`config.mk`:
```
export PLATFORM = sky130hd
export DESIGN_NAME = nibble_serial_adder
export DESIGN_NICKNAME = d
export VERILOG_FILES = /design/src/rtl/nibble_serial_adder.sv
export SDC_FILE = /design/constraint.sdc
export NUM_CORES = 1
export LEC_CHECK = 0
export CELL_PAD_IN_SITES_DETAIL_PLACEMENT = 0
export CELL_PAD_IN_SITES_GLOBAL_PLACEMENT = 1
export CORE_ASPECT_RATIO = 0.8
export CORE_MARGIN = 1
export CORE_UTILIZATION = 38
export CTS_CLUSTER_DIAMETER = 120
export CTS_CLUSTER_SIZE = 12
export DETAILED_ROUTE_END_ITERATION = 10
export GPL_TIMING_DRIVEN = 0
export PLACE_DENSITY = 0.87
export REMOVE_ABC_BUFFERS = 1
export SLEW_MARGIN = 20
export SYNTH_ARGS = -nofsm -noshare
export SYNTH_HDL_FRONTEND = slang
export SYNTH_SLANG_ARGS = --single-unit
```
`constraint.sdc`:
```
create_clock -name clk -period 10.05 [get_ports clk]
set_clock_uncertainty 0.15 [all_clocks]
set_input_delay 2.01 -clock clk [delete_from_list [all_inputs] [get_ports clk]]
set_output_delay 2.01 -clock clk [all_outputs]
set_load 0.01 [all_outputs]
```
`src/rtl/nibble_serial_adder.sv`:
```
// Multi-cycle WIDTH-bit adder/subtractor built around a single 4-bit ripple-carry slice.
// One nibble is processed per clock, LSB nibble first, with a registered carry between passes.
module nibble_serial_adder #(
  parameter  int WIDTH   = 16,
  localparam int NIBBLES = WIDTH / 4
) (
  input  logic             clk,
  input  logic             rst,
  input  logic             in_valid,
  output logic             in_ready,
  input  logic [WIDTH-1:0] a,
  input  logic [WIDTH-1:0] b,
  input  logic             cin,
  input  logic             sub,
  output logic             out_valid,
  input  logic             out_ready,
  output logic [WIDTH-1:0] sum,
  output logic             cout,
  output logic             ovf,
  output logic             busy
);

  localparam int IDX_W = (NIBBLES > 1) ? $clog2(NIBBLES) : 1;

  typedef enum logic [1:0] {
    S_IDLE = 2'd0,
    S_RUN  = 2'd1,
    S_DONE = 2'd2
  } state_e;

  state_e             state_q;
  logic [IDX_W-1:0]   idx_q;
  logic               carry_q;
  logic [WIDTH-1:0]   a_q;
  logic [WIDTH-1:0]   b_q;
  logic [WIDTH-1:0]   sum_q;
  logic               cout_q;
  logic               ovf_q;
  logic               out_valid_q;

  logic [3:0]         slice_a_d;
  logic [3:0]         slice_b_d;
  logic [3:0]         slice_sum_d;
  logic               slice_co_d;
  logic               slice_c3_d;
  logic               last_pass_d;

  // Bit-level ripple through one nibble; returns {carry into bit 3, carry out, sum}.
  function automatic logic [5:0] slice_add(input logic [3:0] x, input logic [3:0] y,
                                           input logic ci);
    logic [4:0] c;
    logic [3:0] s;
    c[0] = ci;
    for (int k = 0; k < 4; k++) begin
      s[k]   = x[k] ^ y[k] ^ c[k];
      c[k+1] = (x[k] & y[k]) | (x[k] & c[k]) | (y[k] & c[k]);
    end
    return {c[3], c[4], s};
  endfunction

  // Select the current nibble of each operand and run it through the slice.
  always_comb begin
    slice_a_d   = a_q[{idx_q, 2'b00} +: 4];
    slice_b_d   = b_q[{idx_q, 2'b00} +: 4];
    {slice_c3_d, slice_co_d, slice_sum_d} = slice_add(slice_a_d, slice_b_d, carry_q);
    last_pass_d = (idx_q == IDX_W'(NIBBLES - 1));
  end

  // Sequencer: operand capture, nibble passes, result hold and handshake.
  always_ff @(posedge clk) begin
    if (rst) begin
      state_q     <= S_IDLE;
      idx_q       <= '0;
      carry_q     <= 1'b0;
      a_q         <= '0;
      b_q         <= '0;
      sum_q       <= '0;
      cout_q      <= 1'b0;
      ovf_q       <= 1'b0;
      out_valid_q <= 1'b0;
    end else begin
      case (state_q)
        S_IDLE: begin
          if (in_valid) begin
            // Subtraction is a + ~b + 1, so the inversion and forced carry happen here.
            a_q     <= a;
            b_q     <= sub ? ~b : b;
            carry_q <= sub ? 1'b1 : cin;
            idx_q   <= '0;
            state_q <= S_RUN;
          end
        end
        S_RUN: begin
          sum_q[{idx_q, 2'b00} +: 4] <= slice_sum_d;
          carry_q                    <= slice_co_d;
          if (last_pass_d) begin
            cout_q      <= slice_co_d;
            ovf_q       <= slice_c3_d ^ slice_co_d;
            out_valid_q <= 1'b1;
            state_q     <= S_DONE;
          end else begin
            idx_q <= idx_q + IDX_W'(1);
          end
        end
        S_DONE: begin
          if (out_ready) begin
            out_valid_q <= 1'b0;
            state_q     <= S_IDLE;
          end
        end
        default: begin
          out_valid_q <= 1'b0;
          state_q     <= S_IDLE;
        end
      endcase
    end
  end

  assign in_ready  = (state_q == S_IDLE) && !rst;
  assign busy      = (state_q == S_RUN);
  assign out_valid = out_valid_q;
  assign sum       = sum_q;
  assign cout      = cout_q;
  assign ovf       = ovf_q;

endmodule

```
==> impl_metrics.json, run 1 <==
{
  "synth.distinct_cells": 36,
  "hold_end": "sum[7]",
  "vias": 2058,
  "antenna_found_initial": 0,
  "grt_pass1_vias": 2028,
  "min_period_ns": 5.32,
  "clk_path_buf_depth": 2,
  "ys_top_cells_by_area": "dfxtp_1 42%, mux4_2 6.7%, nand2_1 6.7%, a21oi_1 6.4%, xnor2_1 5.6%",
  "post-route-period-util_pct": 52.9,
  "synth_common_cells": "56 x dfxtp_1, 48 x nand2_1, 34 x a21oi_1, 21 x nor2_1, 17 x xnor2_1",
  "synth-edff-count": 0,
  "utilization_pct": 51.7,
  "grt_pass1_wl_mm": 9.14,
  "path_max_fanout": 46,
  "cts_root_buf": "clkbuf_8",
  "syn_avg_cell_area_sq_um": 9.17,
  "cts_max_level": 2,
  "initialDrtViolationCount": 101,
  "rows": 26,
  "reg2reg_from": "idx_q[0]",
  "drc": 0,
  "ir_drop_mv": 0.0633,
  "die_area_sq_mm": 0.00738,
  "synth_flop_cell": "dfxtp_1",
  "critPathArrivalTime_ns": 3.16,
  "gp_congestion": 0.753,
  "async_reset_ff_share_pct": 0,
  "syn_inst": 292,
  "required_ns": 7.89,
  "yosysSeqAreaShare_pct": 41.9,
  "syn_to_final_growth_pct": 27.5,
  "crit_path_top_delay_cell": "clkdlybuf4s50_1",
  "r2r-end": "sum[7]",
  "clock_sinks": 56,
  "worst_slew_margin_rel_pct": 39.2,
  "holdCritStartpoint": "sum[7]",
  "leakage_nw": 1.20,
  "rsz0062_at_grt": "false",
  "fin_tns_setup_ns": 0,
  "post_cts_resized": 0,
  "slowest_delay_ns": 0.56,
  "maxCapViolCount": 0,
  "fillCellCount": 659,
  "cp-start-kind": "input pin",
  "dieHeight_um": 77.1,
  "path_class": "in -> out",
  "synth_area_leader_cell": "dfxtp_1",
  "initial_core_util_pct": 40.5,
  "worst-path-buf-inv": 3,
  "drive_above_1_share_pct": 7.10,
  "post_dp_cell_area_sq_mm": 0.00329,
  "worst_slew_pin_slew_ns": 0.909,
  "num-nets-final": 385,
  "grt.total_usage_pct": 15.8,
  "cts_tree": "done",
  "postCtsSetupRepairBufs": 0,
  "clk_pin_slew_worst_paths_ns": 0.09,
  "power.density_mw_per_mm2": 143,
  "endpoint_kind": "primary output",
  "viasPerCell": 4.88,
  "first_pass_iters": 4,
  "insertion_delay_ns": 0.30,
  "antenna_cells": 0,
  "hpwl_mm": 3.84,
  "grt_overflow": 0,
  "slew_viol_final": 0,
  "fmax_mhz": 188,
  "design_area_sq_mm": 0.00341,
  "synth.most_common_cell": "dfxtp_1",
  "port_buffers": 58,
  "wire_per_inst_um": 12.5,
  "synth_area_sq_mm": 0.00268,
  "yosys_register_bits": 56,
  "die_w_um": 95.8,
  "finalHoldViolCount": 0,
  "hold_depth": 2,
  "cts_hold_buf": 0,
  "finalSetupViolCount": 0,
  "cp_top_family": "buffers and inverters",
  "synth_top_area_share_pct": 41.9,
  "ios": 59,
  "r2r_cells": 9,
  "reg2reg_slack_ns": 6.52,
  "core-area_sq_mm": 0.00660,
  "seqCellArea_sq_mm": 0.00112,
  "status": "finished clean",
  "wirelength_mm": 5.27,
  "yosys_warnings": 0,
  "multi_input_area_sq_mm": 0.00140,
  "hp-class": "reg -> reg",
  "ant_nets": 0,
  "worstPathCellList": "buf_2, buf_12, nor3_1, clkdlybuf4s50_1",
  "grt_max_degree": 47,
  "numCtsBuffers": 5
}
-- power breakdown --
group	total [mW]	internal (mW)	switching, mW
logic	0.0864	0.0462	0.0403
registers	0.244	0.234	0.0103
clock network	0.157	0.0880	0.0690
-- metal layers --
metal	part of all wire [%]	global-route usage (%)	up-vias
met5	0	0	-
met1	48	20.7	919
li1	-	-	1087
met4	0.65	3.58	0
met2	47	26.0	47
met3	4.5	3.77	5
-- tightest hold or removal path, cell delays in order (launching register included) --
cell and delay (ns):
dfxtp_1 0.32, nand2_1 0.05, a21oi_1 0.05
-- final cells by class --
type / count / area share [%]
Clock buffer: 7 / 2.82
Clock inverter: 1 / 0.880
Inverter: 10 / 1.10
Multi-Input combinational cell: 203 / 41.1
Sequential cell: 56 / 32.9
Tap cell: 84 / 3.08
Timing Repair Buffer: 61 / 18.1
-- worst max path at each step --
stage	startpoint	endpoint	slack (ns)	cells after the start
CTS	rst	in_ready	4.72	4
detailed placement	rst	in_ready	4.72	4
floorplan	rst	in_ready	5.62	1
global placement	rst	in_ready	3.29	3
finish	rst	in_ready	4.73	4
global route	rst	in_ready	4.67	4
-- metrics by stage --
stage | hold slack [ns] | setup WS, ns | total power [mW] | std cells
finish | 0.307 | 4.73 | 0.488 | 422
floorplan | 0.277 | 5.62 | 0.296 | 269
detailed placement | 0.295 | 4.72 | 0.337 | 414
global placement | 0.289 | 3.29 | 0.334 | 411
global route | 0.327 | 4.67 | 0.512 | 422
CTS | 0.307 | 4.72 | 0.495 | 422
-- registers in the layout, summed over array words and instances (netlist names) --
name       flops
carry_q        1
b_q           16
out_valid      1
ovf            1
state_q        2
sum           16
a_q           16
idx_q          2
cout           1
-- cells by family after synthesis --
logic type / after synthesis / synth area share, %
and+or+nand+nor: 109 / 20.5
AOI/OAI and AO/OA: 57 / 12.9
DFF: 56 / 41.9
buffers and inverters: 33 / 5.89
xor gates and xnor gates: 17 / 5.56
muxes: 10 / 7.48
adders and majority gates: 10 / 5.80
-- cells in the final DEF, fill, tap and decap left out, drive strengths merged, types with 6 or more instances in the layout --
cell type and n:
nand3b 8, nand2b 6, mux4 8, clkdlybuf4s50 57, nand2 48, dfxtp 56
a211oi 16, ha 6, inv 10, nand3 6, a21oi 34, xnor2 17
clkbuf 7, nor2 21
No activity file was read; power rests on OpenSTA's default activity.
==> inputs of run 2 (changes only) <==
- clock period: 10.05 -> 5.33 ns (I/O delays scaled with it)
==> results of run 2 <==
The final DEF is identical to that of run 1. Status: finished clean.
Main changes from that run: setup slack after placement 4.72 ns -> 1.78 ns; setup slack after layout 4.73 ns -> 1.80 ns; start point of the critical path rst -> idx_q[0]; end point of the critical path in_ready -> sum[7]; register-to-register setup slack 6.52 ns -> 1.80 ns; total power 0.488 mW -> 0.919 mW; worst IR drop on VDD 0.0633 mV -> 0.119 mV
==> inputs of run 3 (changes only) <==
- clock period: 5.33 -> 3.64 ns (I/O delays scaled with it)
==> run 3 against run 2 <==
  * Design area barely moved
  * Via count rose by 1.0%
  * Clock power rose by 47%
  * Clock-buffer cell count did not move
  * Flip-flop and latch count did not move
  * Sequential share of layout area barely moved
  * Hold slack barely moved
  * Register-to-register slack got worse by 1.5 ns
  * Cell count did not move
  * First-iteration DRC count fell by 3.0%
  * Critical path depth fell by 2
  * Power rose by 47%
  * Critical path type unchanged
  * Critical endpoint is now sum[6]
  * Largest power group unchanged
==> impl_metrics.json, run 3 (synthesis gave the netlist of run 1 again) <==
{
  "status": "finished clean",
  "postCtsSetupRepairBufs": 0,
  "required_ns": 3.73,
  "clk_path_buf_depth": 2,
  "post-route-period-util_pct": 93.1,
  "vias": 2079,
  "rows": 26,
  "cts_root_buf": "clkbuf_8",
  "drc": 0,
  "grt_max_degree": 47,
  "cts_max_level": 2,
  "post_cts_resized": 0,
  "fin_ws_ns": 0.250,
  "path_class": "reg -> reg",
  "wire_per_inst_um": 12.5,
  "combPwrFrac_pct": 17.7,
  "holdWs_ns": 0.307,
  "design_area_sq_mm": 0.00341,
  "drive_above_1_share_pct": 7.40,
  "path_max_fanout": 12,
  "swShare_pct": 24.6,
  "dp_slack_ns": 0.0920,
  "die_w_um": 95.8,
  "core-area_sq_mm": 0.00660,
  "slew_viol_final": 0,
  "hpwl_mm": 3.84,
  "rsz0062_at_grt": "false",
  "insertion_delay_ns": 0.30,
  "dieHeight_um": 77.1,
  "reg2reg_slack_ns": 0.25,
  "maxCapViolCount": 0,
  "slowest_delay_ns": 0.74,
  "port_buffers": 58,
  "num-nets-final": 385,
  "final_common_cell": "clkdlybuf4s50_1",
  "pwr-share-seq_pct": 50.1,
  "worst_slew_margin_rel_pct": 39.1,
  "clock_sinks": 56,
  "worst_slew_pin_slew_ns": 0.911,
  "internal_power_mw": 1.02,
  "viasPerCell": 4.93,
  "critPathArrivalTime_ns": 3.48,
  "min_period_ns": 3.39,
  "layout_common_cells": "57 x clkdlybuf4s50_1, 55 x dfxtp_1, 48 x nand2_1",
  "post_dp_cell_area_sq_mm": 0.00329,
  "cts_tree": "done",
  "power.density_mw_per_mm2": 395,
  "antenna_found_initial": 0,
  "antenna_cells": 0,
  "seqCellArea_sq_mm": 0.00112,
  "finalHoldViolCount": 0,
  "grt_pass1_wl_mm": 9.14,
  "p_switching_uw": 331,
  "crit_path_top_delay_cell": "dfxtp_1",
  "grt_overflow": 0,
  "cp-start-kind": "flip-flop",
  "leakage_nw": 1.20,
  "first_pass_iters": 4,
  "numCtsBuffers": 5,
  "multi_input_area_sq_mm": 0.00140,
  "ios": 59,
  "ir_drop_mv": 0.175,
  "fmax_mhz": 295,
  "grt.total_usage_pct": 15.8,
  "worst_path_most_repeated_cell": "fa_1",
  "syn_to_final_growth_pct": 27.5,
  "initial_core_util_pct": 40.5,
  "clk_pin_slew_worst_paths_ns": 0.10,
  "die_area_sq_mm": 0.00738,
  "grt_pass1_vias": 2028,
  "cts_hold_buf": 0,
  "endpoint_kind": "flip-flop",
  "gp_congestion": 0.753,
  "wirelength_mm": 5.27,
  "initialDrtViolationCount": 98,
  "finalSetupViolCount": 0,
  "hp-class": "reg -> reg",
  "worstPathCellList": "mux4_2, fa_1, inv_1, fa_1, fa_1, or4_1, a21oi_1",
  "p_clk_share_pct": 32.2,
  "ant_nets": 0,
  "fillCellCount": 658
}
-- run 3: cell type report --
class                           count  area share, %
Clock buffer                        7           2.82
Clock inverter                      1          0.880
Inverter                           10           1.10
Multi-Input combinational cell    203           41.1
Sequential cell                    56           32.9
Tap cell                           84           3.08
Timing Repair Buffer               61           18.1
-- run 3: path summary, 6_finish.rpt --
| path | from | endpoint | depth (start not counted) |
|---|---|---|---|
| max | idx_q[1] | sum[6] | 7 |
| min | a_q[11] | a_q[11] | 2 |
| max reg2reg | idx_q[1] | sum[6] | 7 |
| min reg2reg | a_q[11] | a_q[11] | 2 |
-- run 3: routing by layer --
layer  vias to the layer above  GRT usage (%)  share of wire [%]
met2                        47           26.0                 47
li1                       1091              -                  -
met5                         -              0                  0
met1                       936           20.7                 47
met4                         0           3.58               0.64
met3                         5           3.77                5.9
-- run 3: worst max-delay path, delay by kind of cell (launching register included) --
kind            cells  cell delay (ns)
mux                 1             0.63
buf+inv             1             0.08
compound gates      1             0.15
simple gates        1             0.53
fa+ha+maj           3             1.04
flops               1             0.74
-- run 3: power groups by stage --
stage                     Sequential, mW  Clock [mW]  Combinational (mW)
final                              0.675       0.434               0.239
after global routing               0.680       0.466               0.268
after CTS                          0.675       0.450               0.242
after detailed placement           0.689           0               0.242
after global placement             0.688           0               0.233
after floorplan                    0.682           0               0.135
-- run 3: stage by stage --
step | util (%) | cells | total power, mW | setup TNS [ns]
after floorplan | - | 269 | 0.817 | 0
after global placement | 49.1 | 411 | 0.921 | -8.45
after detailed placement | 49.8 | 414 | 0.931 | 0
after CTS | 51.7 | 422 | 1.37 | 0
after global routing | 51.7 | 422 | 1.41 | 0
final | 51.7 | 422 | 1.35 | 0
